--- src/rtl/fetch_pc_unit.sv ---
// fetch_pc_unit: next-PC generator and F-stage PC register for the pipelined
// MIPS core. It resolves branches and jumps for the instruction in D, with one
// delay slot. A redirect that resolves while fetch is stalled is buffered so
// that D can advance independently of F.
// Optional build macro EXC_REDIRECT_EN adds exception entry and ERET redirects
// (ports exc_req, eret_req and epc).
module fetch_pc_unit #(
  parameter int unsigned       ADDR_W   = 32,
  parameter logic [ADDR_W-1:0] RESET_PC = 32'h0000_3000,
  parameter logic [ADDR_W-1:0] EXC_VEC  = 32'h0000_4180
) (
  input  logic              clk,
  input  logic              reset_n,
  input  logic              f_stall,
  input  logic              d_fire,
  input  logic [ADDR_W-1:0] d_pc,
  input  logic [3:0]        d_br_op,
  input  logic [25:0]       d_imm26,
  input  logic [31:0]       d_rs_val,
  input  logic [31:0]       d_rt_val,
`ifdef EXC_REDIRECT_EN
  input  logic              exc_req,
  input  logic              eret_req,
  input  logic [ADDR_W-1:0] epc,
`endif
  output logic [ADDR_W-1:0] f_pc,
  output logic              d_taken,
  output logic [ADDR_W-1:0] d_link,
  output logic              pend_valid,
  output logic              f_misalign,
  output logic              seq_err
);

  typedef enum logic [3:0] {
    BR_NONE = 4'd0,
    BR_BEQ  = 4'd1,
    BR_BNE  = 4'd2,
    BR_BLEZ = 4'd3,
    BR_BGTZ = 4'd4,
    BR_BLTZ = 4'd5,
    BR_BGEZ = 4'd6,
    BR_J    = 4'd7,
    BR_JR   = 4'd8
  } br_op_e;

  logic [ADDR_W-1:0] pend_tgt;
  logic [ADDR_W-1:0] pc_plus4;
  logic [ADDR_W-1:0] br_tgt;
  logic [ADDR_W-1:0] j_tgt;
  logic [ADDR_W-1:0] jr_tgt;
  logic [31:0]       br_off32;
  logic [31:0]       pc4_32;
  logic [31:0]       j32;
  logic [ADDR_W-1:0] d_target;
  logic              d_cond;

  logic [ADDR_W-1:0] pc_nxt;
  logic [ADDR_W-1:0] pt_nxt;
  logic              pv_nxt;
  logic              se_nxt;
  logic              pc_upd;

  // Candidate targets for each branch/jump class
  always_comb begin
    br_off32 = {{14{d_imm26[15]}}, d_imm26[15:0], 2'b00};
    pc_plus4 = d_pc + ADDR_W'(4);
    br_tgt   = pc_plus4 + ADDR_W'($signed(br_off32));
    // Jump region bits come from the 32-bit view of d_pc+4, so narrower PCs
    // see zeros there.
    pc4_32   = 32'(d_pc) + 32'd4;
    j32      = (pc4_32 & 32'hF000_0000) | {4'b0000, d_imm26, 2'b00};
    j_tgt    = ADDR_W'(j32);
    jr_tgt   = ADDR_W'(d_rs_val);
    d_link   = d_pc + ADDR_W'(8);
  end

  // Branch condition evaluation and target selection for the D instruction
  always_comb begin
    d_cond   = 1'b0;
    d_target = '0;
    case (d_br_op)
      BR_BEQ:  begin d_cond = (d_rs_val == d_rt_val);          d_target = br_tgt; end
      BR_BNE:  begin d_cond = (d_rs_val != d_rt_val);          d_target = br_tgt; end
      BR_BLEZ: begin d_cond = ($signed(d_rs_val) <= 32'sd0);   d_target = br_tgt; end
      BR_BGTZ: begin d_cond = ($signed(d_rs_val) >  32'sd0);   d_target = br_tgt; end
      BR_BLTZ: begin d_cond = ($signed(d_rs_val) <  32'sd0);   d_target = br_tgt; end
      BR_BGEZ: begin d_cond = ($signed(d_rs_val) >= 32'sd0);   d_target = br_tgt; end
      BR_J:    begin d_cond = 1'b1;                            d_target = j_tgt;  end
      BR_JR:   begin d_cond = 1'b1;                            d_target = jr_tgt; end
      default: begin d_cond = 1'b0;                            d_target = '0;     end
    endcase
    d_taken = d_fire & d_cond;
  end

  // Next-PC priority: buffered redirect, fresh redirect, sequential, stall capture
  always_comb begin
    pc_nxt = f_pc;
    pt_nxt = pend_tgt;
    pv_nxt = pend_valid;
    se_nxt = seq_err;
    pc_upd = 1'b0;
    if (!f_stall) begin
      pc_upd = 1'b1;
      if (pend_valid) begin
        // Buffered redirect wins; a new redirect now would be a second one.
        pc_nxt = pend_tgt;
        pv_nxt = 1'b0;
        if (d_taken) se_nxt = 1'b1;
      end else if (d_taken) begin
        pc_nxt = d_target;
      end else begin
        pc_nxt = f_pc + ADDR_W'(4);
      end
    end else if (d_taken) begin
      if (!pend_valid) begin
        pt_nxt = d_target;
        pv_nxt = 1'b1;
      end else begin
        se_nxt = 1'b1;
      end
    end
`ifdef EXC_REDIRECT_EN
    // Exception/ERET override everything, including stall, and discard any
    // redirect capture from D in the same cycle.
    if (exc_req) begin
      pc_nxt = EXC_VEC;
      pc_upd = 1'b1;
      pt_nxt = pend_tgt;
      pv_nxt = 1'b0;
      se_nxt = seq_err;
    end else if (eret_req) begin
      pc_nxt = epc;
      pc_upd = 1'b1;
      pt_nxt = pend_tgt;
      pv_nxt = 1'b0;
      se_nxt = seq_err;
    end
`endif
  end

  // PC, pending-redirect buffer and status registers
  always_ff @(posedge clk or negedge reset_n) begin
    if (!reset_n) begin
      f_pc       <= RESET_PC;
      pend_tgt   <= '0;
      pend_valid <= 1'b0;
      f_misalign <= 1'b0;
      seq_err    <= 1'b0;
    end else begin
      f_pc       <= pc_nxt;
      pend_tgt   <= pt_nxt;
      pend_valid <= pv_nxt;
      seq_err    <= se_nxt;
      if (pc_upd) f_misalign <= (pc_nxt[1:0] != 2'b00);
    end
  end

endmodule

--- config.mk ---
export PLATFORM = sky130hd
export DESIGN_NAME = fetch_pc_unit
export DESIGN_NICKNAME = d
export VERILOG_FILES = /design/src/rtl/fetch_pc_unit.sv
export SDC_FILE = /design/constraint.sdc
export NUM_CORES = 1
export LEC_CHECK = 0
export BUFFER_PORTS_ARGS = -buffer_cell sky130_fd_sc_hd__buf_2
export CAP_MARGIN = 0
export CORE_MARGIN = 10
export CORE_UTILIZATION = 35
export CTS_BUF_LIST = sky130_fd_sc_hd__clkbuf_4
export DETAILED_ROUTE_END_ITERATION = 16
export GPL_TIMING_DRIVEN = 0
export HOLD_SLACK_MARGIN = 0.1
export PLACE_DENSITY_LB_ADDON = 0.3
export SETUP_SLACK_MARGIN = 0.05
export SLEW_MARGIN = 5
export SYNTH_ARGS = -nofsm -noshare
export SYNTH_HDL_FRONTEND = slang
export SYNTH_SLANG_ARGS = --single-unit
--- constraint.sdc ---
create_clock -name clk -period 3.1 [get_ports clk]
set_clock_uncertainty 0.1 [all_clocks]
set_input_delay 0.155 -clock clk [delete_from_list [all_inputs] [get_ports clk]]
set_output_delay 0.155 -clock clk [all_outputs]
set_load 0.02 [all_outputs]
### Word level (Yosys, flattened, before mapping)

Index checks and enable logic that the tools add are counted.
Widths: inputs -> output; s select.

* add/sub/neg operators: 4
* $lt $le $gt $ge: 4
* eq/ne operators: 11
* multiplexer cells: 11
* bitwise operators: 3
* reduce and logical (&&, ||, !) cells: 5

Operators by type and width (number)
* $pmux 32 s3: 1
* $add 32x3->32 const B: 2
* $mux 32: 2
* $add 32x32->32: 1
* $add 32x4->32 const B: 1
* $eq 32x32->1: 1
* $ge 32x1->1 const B: 1
* $gt 32x1->1 const B: 1
* $le 32x1->1 const B: 1
* $lt 32x1->1 const B: 1
* $ne 32x32->1: 1
* $or 32x28->32: 1
* $eq 4x3->1 const B: 4
* $eq 4x2->1 const B: 2
* $pmux 1 s7: 1
* $mux 1: 6
* $reduce_or 6->1: 1
* $eq 4x1->1 const B: 1
* $eq 4x4->1 const B: 1
* $reduce_and 3->1: 1
* $mux 2: 1
* $ne 2x1->1 const B: 1
* $reduce_and 2->1: 1
* $reduce_bool 2->1: 1
* other kinds (3): 3

* register bits: 67
* bits of input ports: 130
* output and inout bits: 68
* word-level logic and storage cells: 44

### Depth between registers and ports, before layout

* depth after elaboration: 8
* mapped depth: 19

### Worst setup path after synthesis

Ideal clock, no wire load.

* path kind: in2reg
* start: input port d_pc[3]
* end: register pend_tgt[27]
* setup time: 0.130 ns
* arrival: 3.624 ns
* required time: 2.870 ns
* slack: -0.755 ns
* stages on the path: 18
* buffers on the path: 1
* cells stage by stage: ha_1 nand4_1 nor2_1 and3_1 clkbuf_1 nand2_1 nor2_1 xor2_1 ha_1 and2_1 a221o_1 a31o_1 and3_4 a2111oi_4 nor2_2 xor2_1 a222oi_1 a21oi_1

* cells in the longest elaborated chain, start to end: 3

Ends and longest elaborated chain
* start: declaration: line 16 `input logic [ADDR_W-1:0] d_pc,`
* $add 32x3->32: line 66 `pc_plus4 = d_pc + ADDR_W'(4);`
* $add 32x32->32: line 67 `br_tgt = pc_plus4 + ADDR_W'($signed(br_off32));`
* $pmux 32 s3: line 81 `case (d_br_op)`
* end signal: assignment: line 151 `pend_tgt <= pt_nxt;`
* end: declaration: line 46 `logic [ADDR_W-1:0] pend_tgt;`

Every way passes these cells.
A chain may end at the register's enable or synchronous reset.

### Worst setup path in the final report

* start: input port d_pc[3]
* end: register f_pc[31]

* cells in the longest elaborated chain, start to end: 5

Ends and longest elaborated chain
* $add 32x3->32 *: line 66, 70
* $add 32x32->32 / $or 32x28->32 (equally long branches): line 67, 71
* $pmux 32 s3 *: line 81
* $mux 32 *: line 109 `end else if (d_taken) begin`
* $mux 32 *: line 104 `if (pend_valid) begin`
* end signal: assignment: line 150 `f_pc <= pc_nxt;`
* end: declaration: line 26 `output logic [ADDR_W-1:0] f_pc,`

Mark *: on every way between the ends. The rest lies on a longest branch, timed or not.

==> flow_results.xml <==
<?xml version="1.0" encoding="UTF-8"?>
<metrics>
  <group name="route">
    <metric name="drtPass1Iterations" unit="">6</metric>
    <metric name="drt-initial-drc-count" unit="">639</metric>
    <metric name="detail-route-antenna-nets" unit="">0</metric>
    <metric name="route.final.wire_length" unit="um">30190</metric>
    <metric name="via_density_per_instance" unit="">5.648</metric>
    <metric name="remaining_drc_errors" unit="">0</metric>
    <metric name="vias" unit="">8189</metric>
    <metric name="post_drt_wl_per_cell" unit="um">20.82</metric>
  </group>
  <group name="synth">
    <metric name="yosysUniqueCellTypes" unit="">69</metric>
    <metric name="synth.mux.area_fraction" unit="%">4.082</metric>
    <metric name="synth_compound_area_share" unit="%">25.26</metric>
    <metric name="mappedNetlistNets" unit="">1056</metric>
    <metric name="synth_cells" unit="">890</metric>
    <metric name="synth_xor_xnor_area_share" unit="%">15.27</metric>
    <metric name="synth_simple_gate_area_share" unit="%">21.24</metric>
    <metric name="yosys.area_share.adder" unit="%">6.439</metric>
    <metric name="share_of_the_yosys_chip_area_belonging_to_registers" unit="%">23.61</metric>
    <metric name="async_flop_share" unit="%">100.0</metric>
    <metric name="ys_warn_count" unit="">0</metric>
    <metric name="netlist_area" unit="sq mm">0.007112</metric>
    <metric name="synthFlopType" unit="">sky130_fd_sc_hd__dfrtp_1</metric>
    <metric name="synthesis.area_per_instance" unit="sq um">7.991</metric>
    <metric name="postSynthRegisterBits" unit="">67</metric>
    <metric name="synth-edff-count" unit="">0</metric>
    <metric name="synth_top_family_by_area" unit="">compound AO/OA/AOI/OAI gates</metric>
  </group>
  <group name="place">
    <metric name="place.gp.congestion" unit="">0.9640</metric>
    <metric name="port_buffers" unit="">188</metric>
    <metric name="post-dp-hpwl" unit="um">23360</metric>
  </group>
  <group name="floorplanning">
    <metric name="die_height" unit="um">162.5</metric>
    <metric name="top_level_ports" unit="">198</metric>
    <metric name="coreArea" unit="sq mm">0.02010</metric>
    <metric name="floorplan.initialDensity" unit="%">35.37</metric>
    <metric name="floorplan_die_area" unit="sq mm">0.02642</metric>
    <metric name="core_rows" unit="">52</metric>
    <metric name="floorplan.die.width" unit="um">162.5</metric>
  </group>
  <group name="power">
    <metric name="leak" unit="nW">4.213</metric>
    <metric name="power_density" unit="mW/mm^2">406.9</metric>
    <metric name="vdd_ir_drop_max" unit="V">0.0001744</metric>
  </group>
  <group name="grt">
    <metric name="number_of_global_route_vias_before_repair" unit="">8122</metric>
    <metric name="antenna_violations_before_repair" unit="">4</metric>
    <metric name="globalRouteTotalUtil" unit="%">21.34</metric>
    <metric name="grt_max_degree" unit="">68</metric>
    <metric name="grt_first_pass_wirelength" unit="um">45010</metric>
    <metric name="grt.overflow.total" unit="">0</metric>
  </group>
  <group name="critical_path">
    <metric name="crit_type" unit="">input pin to flip-flop</metric>
    <metric name="setup.worst_path.start_class" unit="">input pin</metric>
    <metric name="end_kind" unit="">flip-flop</metric>
    <metric name="timing.critical_path.arrival" unit="ns">3.58</metric>
    <metric name="crit_path_max_fanout" unit="">4</metric>
    <metric name="cp.required" unit="ns">3.30</metric>
  </group>
  <group name="sta">
    <metric name="fmaxAchievable" unit="MHz">295.3</metric>
    <metric name="slew_viol_final" unit="">0</metric>
    <metric name="finalHoldViolations" unit="">0</metric>
    <metric name="fin_ws" unit="ns">-0.2862</metric>
    <metric name="timing.final.setup_violations" unit="">16</metric>
    <metric name="timing.max_slew.rel_slack" unit="%">37.27</metric>
    <metric name="fraction_of_the_cycle_the_final_worst_path_needs" unit="%">109.2</metric>
    <metric name="tightest_slew" unit="ns">0.9353</metric>
    <metric name="post-route-min-period" unit="ns">3.386</metric>
    <metric name="unrepaired_setup_endpoints_after_global_routing" unit="">yes</metric>
    <metric name="final.setup.tns" unit="ns">-2.767</metric>
  </group>
  <group name="cts">
    <metric name="maximum_clock_path_buffer_count" unit="">2</metric>
    <metric name="tritoncts_num_sinks" unit="">67</metric>
    <metric name="tritoncts.num_buffers" unit="">9</metric>
    <metric name="path_clk_slew" unit="ns">0.11</metric>
    <metric name="cts_root_buf" unit="">sky130_fd_sc_hd__clkbuf_4</metric>
    <metric name="cts_htree_levels" unit="">3</metric>
    <metric name="clock_tree_from_tritoncts" unit="">built</metric>
    <metric name="worstSkewPairLatency" unit="ns">0.45</metric>
  </group>
  <group name="final_layout">
    <metric name="fillCellCount" unit="">1992</metric>
    <metric name="layout_nets" unit="">1338</metric>
    <metric name="finish.utilization" unit="%">48.82</metric>
    <metric name="layout-drive-gt1-share" unit="%">32.88</metric>
    <metric name="area_growth_from_synthesis_to_final_layout" unit="%">38.02</metric>
  </group>
  <group name="status">
    <metric name="failing_checks" unit="">negative setup slack</metric>
    <metric name="outcome" unit="">complete, but fails checks</metric>
  </group>
  <group name="run">
    <metric name="cap_viol_max_count" unit="">0</metric>
  </group>
  <group name="worst_hold_path">
    <metric name="kind_of_path_behind_the_tightest_hold_check" unit="">input pin to flip-flop</metric>
  </group>
</metrics>
==> logic make-up (layout without fill, tap and decap cells) <==
kind of cell / after synthesis / in the layout
AND/OR/NAND/NOR: 300 / 300
other: 0 / 3
flip-flops: 67 / 67
AO/OA/AOI/OAI: 267 / 267
multiplexers: 27 / 27
buffers and inverters: 69 / 356
XOR/XNOR: 124 / 124
adder cells (fa/ha/maj): 36 / 36
==> cells in the mapped netlist, drive strengths merged, types with 3 or more instances <==
master	n	area [sq um]
xnor2	89	779.5
a21oi	81	420.4
nand2	76	285.3
nor2	71	269.0
dfrtp	65	1627
o21ai	44	220.2
ha	35	437.9
xor2	35	306.5
clkbuf	34	128.9
nand3	33	165.2
nand4	29	181.4
and3	24	155.1
a21o	21	157.7
inv	18	67.56
buf	17	95.10
mux2	16	180.2
nor3	16	106.4
a22oi	15	112.6
a222oi	14	140.1
nor4	14	102.6
nand2b	12	75.07
mux2i	11	110.1
o21a	11	82.58
a211oi	9	67.56
o22ai	8	50.05
o31ai	8	65.06
a31oi	7	43.79
nor2b	7	43.79
a211o	6	52.55
a2bb2oi	6	52.55
and2	5	31.28
o211ai	5	37.54
a221oi	4	35.03
a22o	4	35.03
nor3b	4	30.03
a21boi	3	22.52
a41oi	3	26.28
o21bai	3	22.52
==> what timing repair did <==
action / CTS / global route
pin swaps: 43 / 62
setup buffers: 35 / 30
hold buffers: 24 / 2
resized for setup: 50 / 80
hold endpoints to repair: 85 / 2
setup endpoints to repair: 29 / 39
==> state kept, by name (all words and copies together), names as in the netlist <==
signal      flops
pend_valid      1
f_pc           32
pend_tgt       32
f_misalign      1
seq_err         1
==> area by class of cell <==
cell class / instances / area, sq um / share of cell area (%)
inverter: 18 / 67.56 / 0.6883
clock buffer: 11 / 82.58 / 0.8413
antenna: 3 / 7.507 / 0.07648
tap: 270 / 337.8 / 3.442
buffer: 48 / 245.2 / 2.498
sequential: 67 / 1679 / 17.11
clock inverter: 5 / 20.02 / 0.2040
multi-input combinational: 754 / 5648 / 57.54
timing repair buffer: 274 / 1728 / 17.60
==> metrics by stage <==
stage	instance area, sq um	hold slack (ns)	total power, W	setup WS [ns]	std cells
after global placement	8437	0.3339	0.003212	-1.239	1348
final	9816	0.1087	0.003994	-0.2862	1450
after floorplan	7158	-0.2406	0.002582	-0.4911	890
after detailed placement	8439	0.2243	0.003249	-1.304	1348
after global routing	9811	0.1271	0.004255	-0.3945	1448
after CTS	9239	0.1013	0.003843	-0.2389	1420
==> power by group <==
group / switching [W] / leakage, nW / internal, W
combinational: 0.00117 / 3.35 / 0.000908
clock: 0.000319 / 0.0608 / 0.000171
sequential: 0.000264 / 0.807 / 0.00116
total: 0.00175 / 4.21 / 0.00224
==> placed cells by master (no fill, tap or decap), types with 8 or more instances in the layout <==
cell type	count
sky130_fd_sc_hd__nand2b_1	12
sky130_fd_sc_hd__o21a_1	11
sky130_fd_sc_hd__nand3_1	31
sky130_fd_sc_hd__buf_2	190
sky130_fd_sc_hd__clkbuf_4	13
sky130_fd_sc_hd__nor3_1	10
sky130_fd_sc_hd__a22oi_1	14
sky130_fd_sc_hd__a222oi_1	14
sky130_fd_sc_hd__nand4_1	29
sky130_fd_sc_hd__clkbuf_1	28
sky130_fd_sc_hd__and3_1	18
sky130_fd_sc_hd__nor4_1	11
sky130_fd_sc_hd__nand2_1	70
sky130_fd_sc_hd__a21oi_1	67
sky130_fd_sc_hd__xor2_1	33
sky130_fd_sc_hd__a21oi_2	12
sky130_fd_sc_hd__xnor2_1	83
sky130_fd_sc_hd__inv_1	17
sky130_fd_sc_hd__a21o_1	21
sky130_fd_sc_hd__o21ai_0	32
sky130_fd_sc_hd__dlygate4sd3_1	26
sky130_fd_sc_hd__buf_4	60
sky130_fd_sc_hd__mux2_2	15
sky130_fd_sc_hd__ha_1	27
sky130_fd_sc_hd__o22ai_1	8
sky130_fd_sc_hd__nor2_1	63
sky130_fd_sc_hd__mux2i_1	10
sky130_fd_sc_hd__dfrtp_1	65
==> metal layers <==
metal,vias up,global-route usage (%),share of wire [%]
li1,3856,-,-
met1,3861,26.76,42
met2,405,34.25,46
met3,65,5.410,8.2
met4,2,8.730,3.8
met5,-,0,0.043
==> path summary, 6_finish.rpt <==
kind	from	to	slack, ns	depth (start not counted)
min in group asynchronous	reset_n	f_pc[8]	0.23	2
setup reg to reg	f_pc[2]	f_pc[30]	0.01	9
max in group asynchronous	reset_n	f_pc[0]	2.07	2
hold / removal	d_imm26[17]	f_pc[19]	0.11	4
setup / recovery	d_pc[3]	f_pc[31]	-0.29	20
hold reg to reg	seq_err	seq_err	0.36	1
==> critical path: stages <==
cell                        delay [ns]
sky130_fd_sc_hd__buf_8            0.09
sky130_fd_sc_hd__ha_4             0.12
sky130_fd_sc_hd__nand4_1          0.15
sky130_fd_sc_hd__nor2_2           0.14
sky130_fd_sc_hd__and3_1           0.17
sky130_fd_sc_hd__clkbuf_8         0.14
sky130_fd_sc_hd__nand2_4          0.06
sky130_fd_sc_hd__nor2_1           0.13
sky130_fd_sc_hd__xor2_1           0.10
sky130_fd_sc_hd__ha_1             0.22
sky130_fd_sc_hd__a21o_1           0.21
sky130_fd_sc_hd__a221o_1          0.39
sky130_fd_sc_hd__nor3b_2          0.20
sky130_fd_sc_hd__nand3_2          0.17
sky130_fd_sc_hd__a2111oi_4        0.46
sky130_fd_sc_hd__nor2_2           0.09
sky130_fd_sc_hd__buf_4            0.15
sky130_fd_sc_hd__a2bb2oi_2        0.13
sky130_fd_sc_hd__and3_4           0.21
sky130_fd_sc_hd__o221ai_2         0.08
Note: power is estimated with default switching activity, not from simulation.
